<file path="src/rtl/registrador_desloc_param.sv">
// Universal shift register (hold/shift/rotate/load, both directions) for the LED-matrix data path.
// A step counter reloads load_data every PERIOD shift/rotate steps and pulses frame_done.
module registrador_desloc_param #(
  parameter int unsigned       WIDTH     = 7,
  parameter int unsigned       PERIOD    = 7,
  parameter logic [WIDTH-1:0]  RESET_VAL = '0,
  localparam int unsigned      CW        = (PERIOD == 0) ? 1 : $clog2(PERIOD + 1)
) (
  input  logic             clk,
  input  logic             rst,
  input  logic             en,
  input  logic [1:0]       mode,
  input  logic             dir,
  input  logic             serial_in,
  input  logic [WIDTH-1:0] load_data,
  output logic [WIDTH-1:0] q,
  output logic             serial_out,
  output logic             frame_done,
  output logic [CW-1:0]    step_cnt
);

  localparam logic [1:0] MODE_HOLD  = 2'b00;
  localparam logic [1:0] MODE_SHIFT = 2'b01;
  localparam logic [1:0] MODE_ROT   = 2'b10;
  localparam logic [1:0] MODE_LOAD  = 2'b11;

  logic [WIDTH-1:0] q_nxt;
  logic [CW-1:0]    cnt_nxt;
  logic             fd_nxt;
  logic             reload_due;
  logic             ins_bit;

  // Bit leaving the register on the side the data is moving toward.
  assign serial_out = dir ? q[0] : q[WIDTH-1];

  // Next-state selection; the counter only advances on real shift/rotate steps.
  always_comb begin
    q_nxt      = q;
    cnt_nxt    = step_cnt;
    fd_nxt     = 1'b0;
    reload_due = (PERIOD != 0) && (step_cnt == CW'(PERIOD - 1));
    ins_bit    = (mode == MODE_ROT) ? (dir ? q[0] : q[WIDTH-1]) : serial_in;
    if (en) begin
      case (mode)
        MODE_LOAD: begin
          q_nxt   = load_data;
          cnt_nxt = '0;
        end
        MODE_SHIFT, MODE_ROT: begin
          if (reload_due) begin
            q_nxt   = load_data;
            cnt_nxt = '0;
            fd_nxt  = 1'b1;
          end else begin
            q_nxt = dir ? {ins_bit, q[WIDTH-1:1]} : {q[WIDTH-2:0], ins_bit};
            if (PERIOD != 0) cnt_nxt = step_cnt + CW'(1);
          end
        end
        MODE_HOLD: ;
        default: ;
      endcase
    end
  end

  always_ff @(posedge clk or posedge rst) begin
    if (rst) begin
      q          <= RESET_VAL;
      step_cnt   <= '0;
      frame_done <= 1'b0;
    end else begin
      q          <= q_nxt;
      step_cnt   <= cnt_nxt;
      frame_done <= fd_nxt;
    end
  end

endmodule
</file>
<file path="config.mk">
export PLATFORM = sky130hd
export DESIGN_NAME = registrador_desloc_param
export DESIGN_NICKNAME = d
export VERILOG_FILES = /design/src/rtl/registrador_desloc_param.sv
export SDC_FILE = /design/constraint.sdc
export NUM_CORES = 1
export LEC_CHECK = 0
export CORE_MARGIN = 2
export CORE_UTILIZATION = 45
export CTS_CLUSTER_SIZE = 14
export DETAILED_ROUTE_END_ITERATION = 16
export PLACE_DENSITY = 0.82
export SLEW_MARGIN = 20
export SYNTH_ARGS = -nofsm -noshare
export SYNTH_HDL_FRONTEND = slang
export SYNTH_SLANG_ARGS = --single-unit
</file>
<file path="constraint.sdc">
create_clock -name clk -period 2.9 [get_ports clk]
set_input_delay 0.58 -clock clk [delete_from_list [all_inputs] [get_ports clk]]
set_output_delay 0.58 -clock clk [all_outputs]
set_load 0.05 [all_outputs]
</file>
# [After elaboration in Yosys (flattened, before gate mapping)]
# Index checks and enable logic that the tools add are counted.
[classes] n_eq_ne=4 muxes=10 n_addsub=1 reduce_logical=3
[op_table] operator="two-way mux 7 bit" count=2
[op_table] operator="case mux 7 bit (2 select lines)" count=1
[op_table] operator="case mux 3 bit (2 select lines)" count=1
[op_table] operator="two-way mux 1 bit" count=5
[op_table] operator="== test 2 bit, second input constant" count=2
[op_table] operator="adder 3 x 1 -> 3 bit, second input constant" count=1
[op_table] operator="== test 3 bit, second input constant" count=1
[op_table] operator="two-way mux 3 bit" count=1
[op_table] operator="== test 2 x 1 -> 1 bit, second input constant" count=1
[op_table] operator="AND reduction 2 bit" count=1
[op_table] operator="nonzero test 2 bit" count=1
[op_table] operator="OR reduction 2 bit" count=1
[totals] out_inout_bits=12 wordCells=21 reg_bits=11

# [Longest topological paths before layout]
# Gate-level depths: netlist of run 1.
[logic_depth] word_depth=5 depth_mapped=6 ltp_nobuf=6

# [Worst setup path before layout of run 1]
# Ideal clock, no wire load.
[synth_path] kind="input to output" startpoint="input port dir" endpoint="output port serial_out" arrival_ns=1.141 path_stages=2 slack_ns=1.179 required_ns=2.320 path_cell_list="buf_8 mux2_2"
[synth_via] elab_chain_len=1
[synth_rtl] element="start, declared" line_no="13" text="input logic dir,"
[synth_rtl] element="two-way mux 1 bit" line_no="34" text="assign serial_out = dir ? q[0] : q[WIDTH-1];"
[synth_rtl] element="end, declared" line_no="17" text="output logic serial_out,"
# Every way passes these cells.

# [Final worst setup path of run 1]
[layout_path] startpoint="register step_cnt[0]" endpoint="output port step_cnt[0]"
[layout_lines] element="start, declared" line_no="19" text="output logic [CW-1:0] step_cnt"
[layout_lines] element="start signal, assigned" line_no="72" text="step_cnt <= cnt_nxt;"
# No word-level cell between the ends.

==> reports/results.ini, run 1 <==
[outcome]
status = complete, no violations

[critical_path]
timing.critical_path.slowest_cell_delay_ns = 0.86
crit_fanout = 8
rrSetupSlack_ns = 1.53
startpoint = step_cnt[0]$_DFFE_PP0P_
start_kind = flip-flop
r2r_end = q[6]$_DFFE_PP0P_
cpMaxStageDelayCell = clkdlybuf4s50_1
crit_chain = clkdlybuf4s50_1
reg2reg_depth = 4
cp_top_family = buffers and inverters
cp_data_arrival_time_ns = 1.64
crit_path_end = step_cnt[0]
timing.rr.start = step_cnt[1]$_DFFE_PP0P_
worstPathRequired_ns = 2.32
end_kind = output port
path_class = flip-flop to output port
cp.depth = 1
cp_num_buf_inv = 1

[sta]
tightest_slew_ns = 0.588
relSlewSlack_pct = 60.7
rsz0062_at_grt = false
setup_viol = 0
hold_viol = 0
drv_slew = 0
tns_ns = 0
post-route-period-util_pct = 76.7
timing.hold.ws_ns = 0.516
period_needed_ns = 2.22
fmax_mhz = 450
skew_ns = 0.00108

[routing]
drtAntennaViolNets = 0
wl_per_cell_um = 13.9
route.detailed.drc = 0
vias = 593
first_pass_iters = 4
drt_first_iter_violations = 9
detail_route.vias_per_cell = 5.34
wirelength_um = 1540

[placed_design]
io_buffers = 25
hpwl_um = 1140
gp_congestion = 0.754
place_inst = 107

[logic_synthesis]
ys_ff_latch = 11
syn_nets = 85
syn_area_um2 = 683
synth_area_leaders = dfrtp_1 (40%), mux2i_1 (12%), o311ai_1 (6.4%)
ys_seq_area_share_pct = 40.3
synth_top_area_share_pct = 40.3
ys_types = 23
yosysTopAreaCell = dfrtp_1
syn_inst = 69
synth_warnings = 0
syn_area_per_cell_um2 = 9.90

[layout]
final_nets = 112
postLayoutCoreUtil_pct = 64.5
syn_to_final_growth_pct = 39.0
diodes = 0
seqCellArea_um2 = 275
multi_input_area_um2 = 362
mostFrequentLayoutCell = clkdlybuf4s50_1
n_fill_cell = 117
drive_gt1_share_pct = 10.5
instances_no_fill = 111
final_cell_mix = clkdlybuf4s50_1 (24), dfrtp_1 (11), nand2_1 (9), mux2i_1 (8), nand3_1 (7)

[global_route]
grt_use_total_pct = 18.8
grt_start_max_net_pins = 18
grt_pass1_wl_um = 2610
antenna_found_initial = 0
first_global_vias = 592
grt-ovfl-total = 0

[floorplanning]
rows = 14
core_mm2 = 0.00147
die_area_mm2 = 0.00185
initial_core_util_pct = 46.4
num_io_pins = 26
die_y_um = 43.0
fp.dieW_um = 43.0

[clocking]
clkTransAtPathRegs_ns = 0.07
h-tree-depth = 1
cts_buffers = 3
clk_path_buf_depth = 2
clk_latency_ns = 0.27
cts_setup_buffers = 0
cts_resized = 0
cts_hold_repair.buffers = 0
cts_sinks = 11
cts_tree = done
clockRootBuffer = clkbuf_4

[power]
power_frac_seq_pct = 36.3
p_clk_share_pct = 18.1
ir_drop_mv = 0.324
powerDensity_mw_per_mm2 = 625
total_power_mw = 0.593
p_int_mw = 0.337
p_switching_mw = 0.256
p_leak_nw = 0.410
pwr-share-comb_pct = 45.6
power_switching_share_pct = 43.2

[run]
cap_violations = 0

[hold_path]
hold_path.class = flip-flop to flip-flop

-- through the flow --
step | instance area (um^2) | setup WS (ns)
floorplan | 683 | 1.18
global route | 950 | 0.624
detailed placement | 923 | 0.697
CTS | 950 | 0.671
finish | 950 | 0.676
global placement | 923 | 0.724
-- power groups by stage --
stage	sequential [mW]	clock, mW	combinational (mW)
floorplan	0.306	0	0.0908
global placement	0.217	0	0.267
detailed placement	0.218	0	0.272
CTS	0.215	0.112	0.273
global route	0.219	0.116	0.287
finish	0.215	0.107	0.271
-- metal layers --
layer  wire length (um)  track usage, %
met1                731            25.0
met2                715            30.6
met3                 63            1.28
met4                 29            9.09
met5                  0               0
-- cells by family after synthesis --
| group | Yosys count | synth area share, % |
|---|---|---|
| fa+ha+maj | 2 | 3.66 |
| simple gates | 24 | 17.4 |
| mux | 11 | 17.2 |
| compound gates | 14 | 14.7 |
| flops | 11 | 40.3 |
| buf+inv | 7 | 6.77 |
-- cells in the mapped netlist --
library cell,instances
o311ai_1,5
o21ai_1,6
buf_6,1
nor3b_1,1
nor2b_1,2
inv_1,3
o21ai_4,1
dfrtp_1,11
mux2_2,2
nand2_1,9
buf_1,1
nand2b_2,1
o21ai_0,1
nor2_1,2
buf_8,1
mux2i_1,8
mux2_4,1
nand4_1,1
a21oi_1,1
nand3b_1,1
nand3_1,7
buf_2,1
ha_1,2
-- sequential cells by signal, indices dropped and copies added, names as in the netlist --
| register | cells |
|---|---|
| frame_done | 1 |
| q | 7 |
| step_cnt | 3 |
-- worst min-delay path by stage --
stage / start / endpoint / slack [ns] / depth (start not counted)
6_report: step_cnt[2]$_DFFE_PP0P_ / step_cnt[2]$_DFFE_PP0P_ / 0.52 / 1
2_1_floorplan: rst / frame_done$_DFF_PP0_ / 0.43 / 1
4_1_cts: step_cnt[2]$_DFFE_PP0P_ / step_cnt[2]$_DFFE_PP0P_ / 0.52 / 1
3_3_place_gp: step_cnt[2]$_DFFE_PP0P_ / step_cnt[2]$_DFFE_PP0P_ / 0.51 / 1
3_5_place_dp: step_cnt[2]$_DFFE_PP0P_ / step_cnt[2]$_DFFE_PP0P_ / 0.51 / 1
5_1_grt: step_cnt[2]$_DFFE_PP0P_ / step_cnt[2]$_DFFE_PP0P_ / 0.56 / 1
-- layout make-up --
cell class / instances / area share [%]
inverters: 3 / 1.19
multi-input cells: 51 / 38.1
clock buffers: 4 / 2.77
flip-flops and latches: 11 / 29.0
repair buffers: 26 / 26.9
well taps: 16 / 2.11
Power figures use the tool's default switching activity.
==> run 2, diff against run 1 <==
- CORE_UTILIZATION: 45 -> 42
- PLACE_DENSITY: 0.82 -> 0.77
- clock period: 2.9 -> 2.05 ns (I/O delays scaled with it)
==> reports/results.ini, run 2 (synthesis gave the netlist of run 1 again) <==
[global_route]
globalRouteMet3Util_pct = 4.08
grt_pass1_wl_um = 2580
grt-ovfl-total = 0
grt_start_max_net_pins = 18
grt_use_total_pct = 18.3
use_met2_pct = 26.8
first_global_vias = 542
use_met1_pct = 26.4
antenna_found_initial = 0
busiest_layer = met2

[layout]
drive_gt1_share_pct = 12.5
syn_to_final_growth_pct = 39.7
final_area_um2 = 955
final_cell_mix = clkdlybuf4s50_1 (23), dfrtp_1 (11), nand2_1 (9), mux2i_1 (8), nand3_1 (7)
instances_no_fill = 112
mostFrequentLayoutCell = clkdlybuf4s50_1
final_nets = 113
largest_reg_flops = 7
top_register = q
largestRegisters = q (7), step_cnt (3), frame_done (1)
diodes = 0

[placed_design]
hpwl_um = 1110
dp_slack_ns = 0.0230
post_dp_cell_area_um2 = 928
place_inst = 108
gp_congestion = 0.766
io_buffers = 25

[sta]
fmax_mhz = 518
hold_viol = 0
worst_slack_ns = 0.118
period_needed_ns = 1.93
post-route-period-util_pct = 94.3
tns_ns = 0
skew_ns = 0.00536
drv_slew = 0
rsz0062_at_grt = false
setup_viol = 0
tightest_slew_ns = 0.494
relSlewSlack_pct = 67.0

[outcome]
status = complete, no violations

[clocking]
cts_setup_buffers = 0
cts_resized = 0
clkTransAtPathRegs_ns = 0.08
clockRootBuffer = clkbuf_4
cts_buffers = 3
clk_latency_ns = 0.27
cts_hold_repair.buffers = 0
clk_path_buf_depth = 2
h-tree-depth = 1
cts_tree = done
cts_sinks = 11

[power]
total_power_mw = 0.837
ir_drop_mv = 0.525
powerDensity_mw_per_mm2 = 876
p_leak_nw = 0.416

[critical_path]
cpMaxStageDelayCell = clkdlybuf4s50_1
path_class = flip-flop to output port
cp_data_arrival_time_ns = 1.52
rrSetupSlack_ns = 0.72
crit_chain = clkdlybuf4s50_1
end_kind = output port
start_kind = flip-flop
cp.depth = 1
cp_num_buf_inv = 1
timing.critical_path.slowest_cell_delay_ns = 0.83
startpoint = q[6]$_DFFE_PP0P_
r2r_end = q[6]$_DFFE_PP0P_
worstPathRequired_ns = 1.64
crit_path_end = q[6]
timing.rr.start = step_cnt[1]$_DFFE_PP0P_
crit_fanout = 5
cp_top_family = buffers and inverters
reg2reg_depth = 4

[hold_path]
hold_path.class = input port to asynchronous set/reset pin

[floorplanning]
fp.dieW_um = 44.3
die_y_um = 44.3
rows = 14
num_io_pins = 26
initial_core_util_pct = 44.8
die_area_mm2 = 0.00197
core_mm2 = 0.00152

[routing]
drtAntennaViolNets = 0
route.detailed.drc = 0
vias = 624
detail_route.vias_per_cell = 5.57
wirelength_um = 1540
first_pass_iters = 4
drt_first_iter_violations = 11
wl_per_cell_um = 13.8

[run]
cap_violations = 0

-- run 2: cell types whose count changed in the layout (fill, tap and decap cells not counted) --
cell / change
buf_4: +2
clkdlybuf4s50_1: -1
-- run 2: layout make-up --
class / instances / area, um^2
sequential: 11 / 275
timing repair buffer: 27 / 260
inverter: 3 / 11.3
clock buffer: 4 / 26.3
tap: 16 / 20.0
multi-input combinational: 51 / 362
fill: 131 / 569
-- run 2: power breakdown --
| group | switching (mW) | total (mW) | internal [mW] |
|---|---|---|---|
| logic | 0.234 | 0.381 | 0.147 |
| clock network | 0.0760 | 0.151 | 0.0752 |
| registers | 0.0502 | 0.305 | 0.255 |
-- run 2: how the worst min path moves through the flow --
stage,to,slack [ns]
final,q[1]$_DFFE_PP0P_,0.43
after floorplan,frame_done$_DFF_PP0_,0.26
after global placement,step_cnt[2]$_DFFE_PP0P_,0.51
after global routing,q[5]$_DFFE_PP0P_,0.46
after CTS,q[6]$_DFFE_PP0P_,0.44
after detailed placement,step_cnt[2]$_DFFE_PP0P_,0.53
-- run 2: layer usage --
metal	part of all wire [%]	wire, um
met1	48	735
met5	0	0
met2	45	700
met4	1.4	22
met3	5.5	85
-- run 2: stage by stage --
| stage | util (%) | hold slack [ns] |
|---|---|---|
| 2_1_floorplan | - | 0.262 |
| 3_3_place_gp | 60.9 | 0.509 |
| 3_5_place_dp | 60.9 | 0.529 |
| 4_1_cts | 62.6 | 0.443 |
| 5_1_grt | 62.6 | 0.459 |
| 6_report | 62.6 | 0.434 |
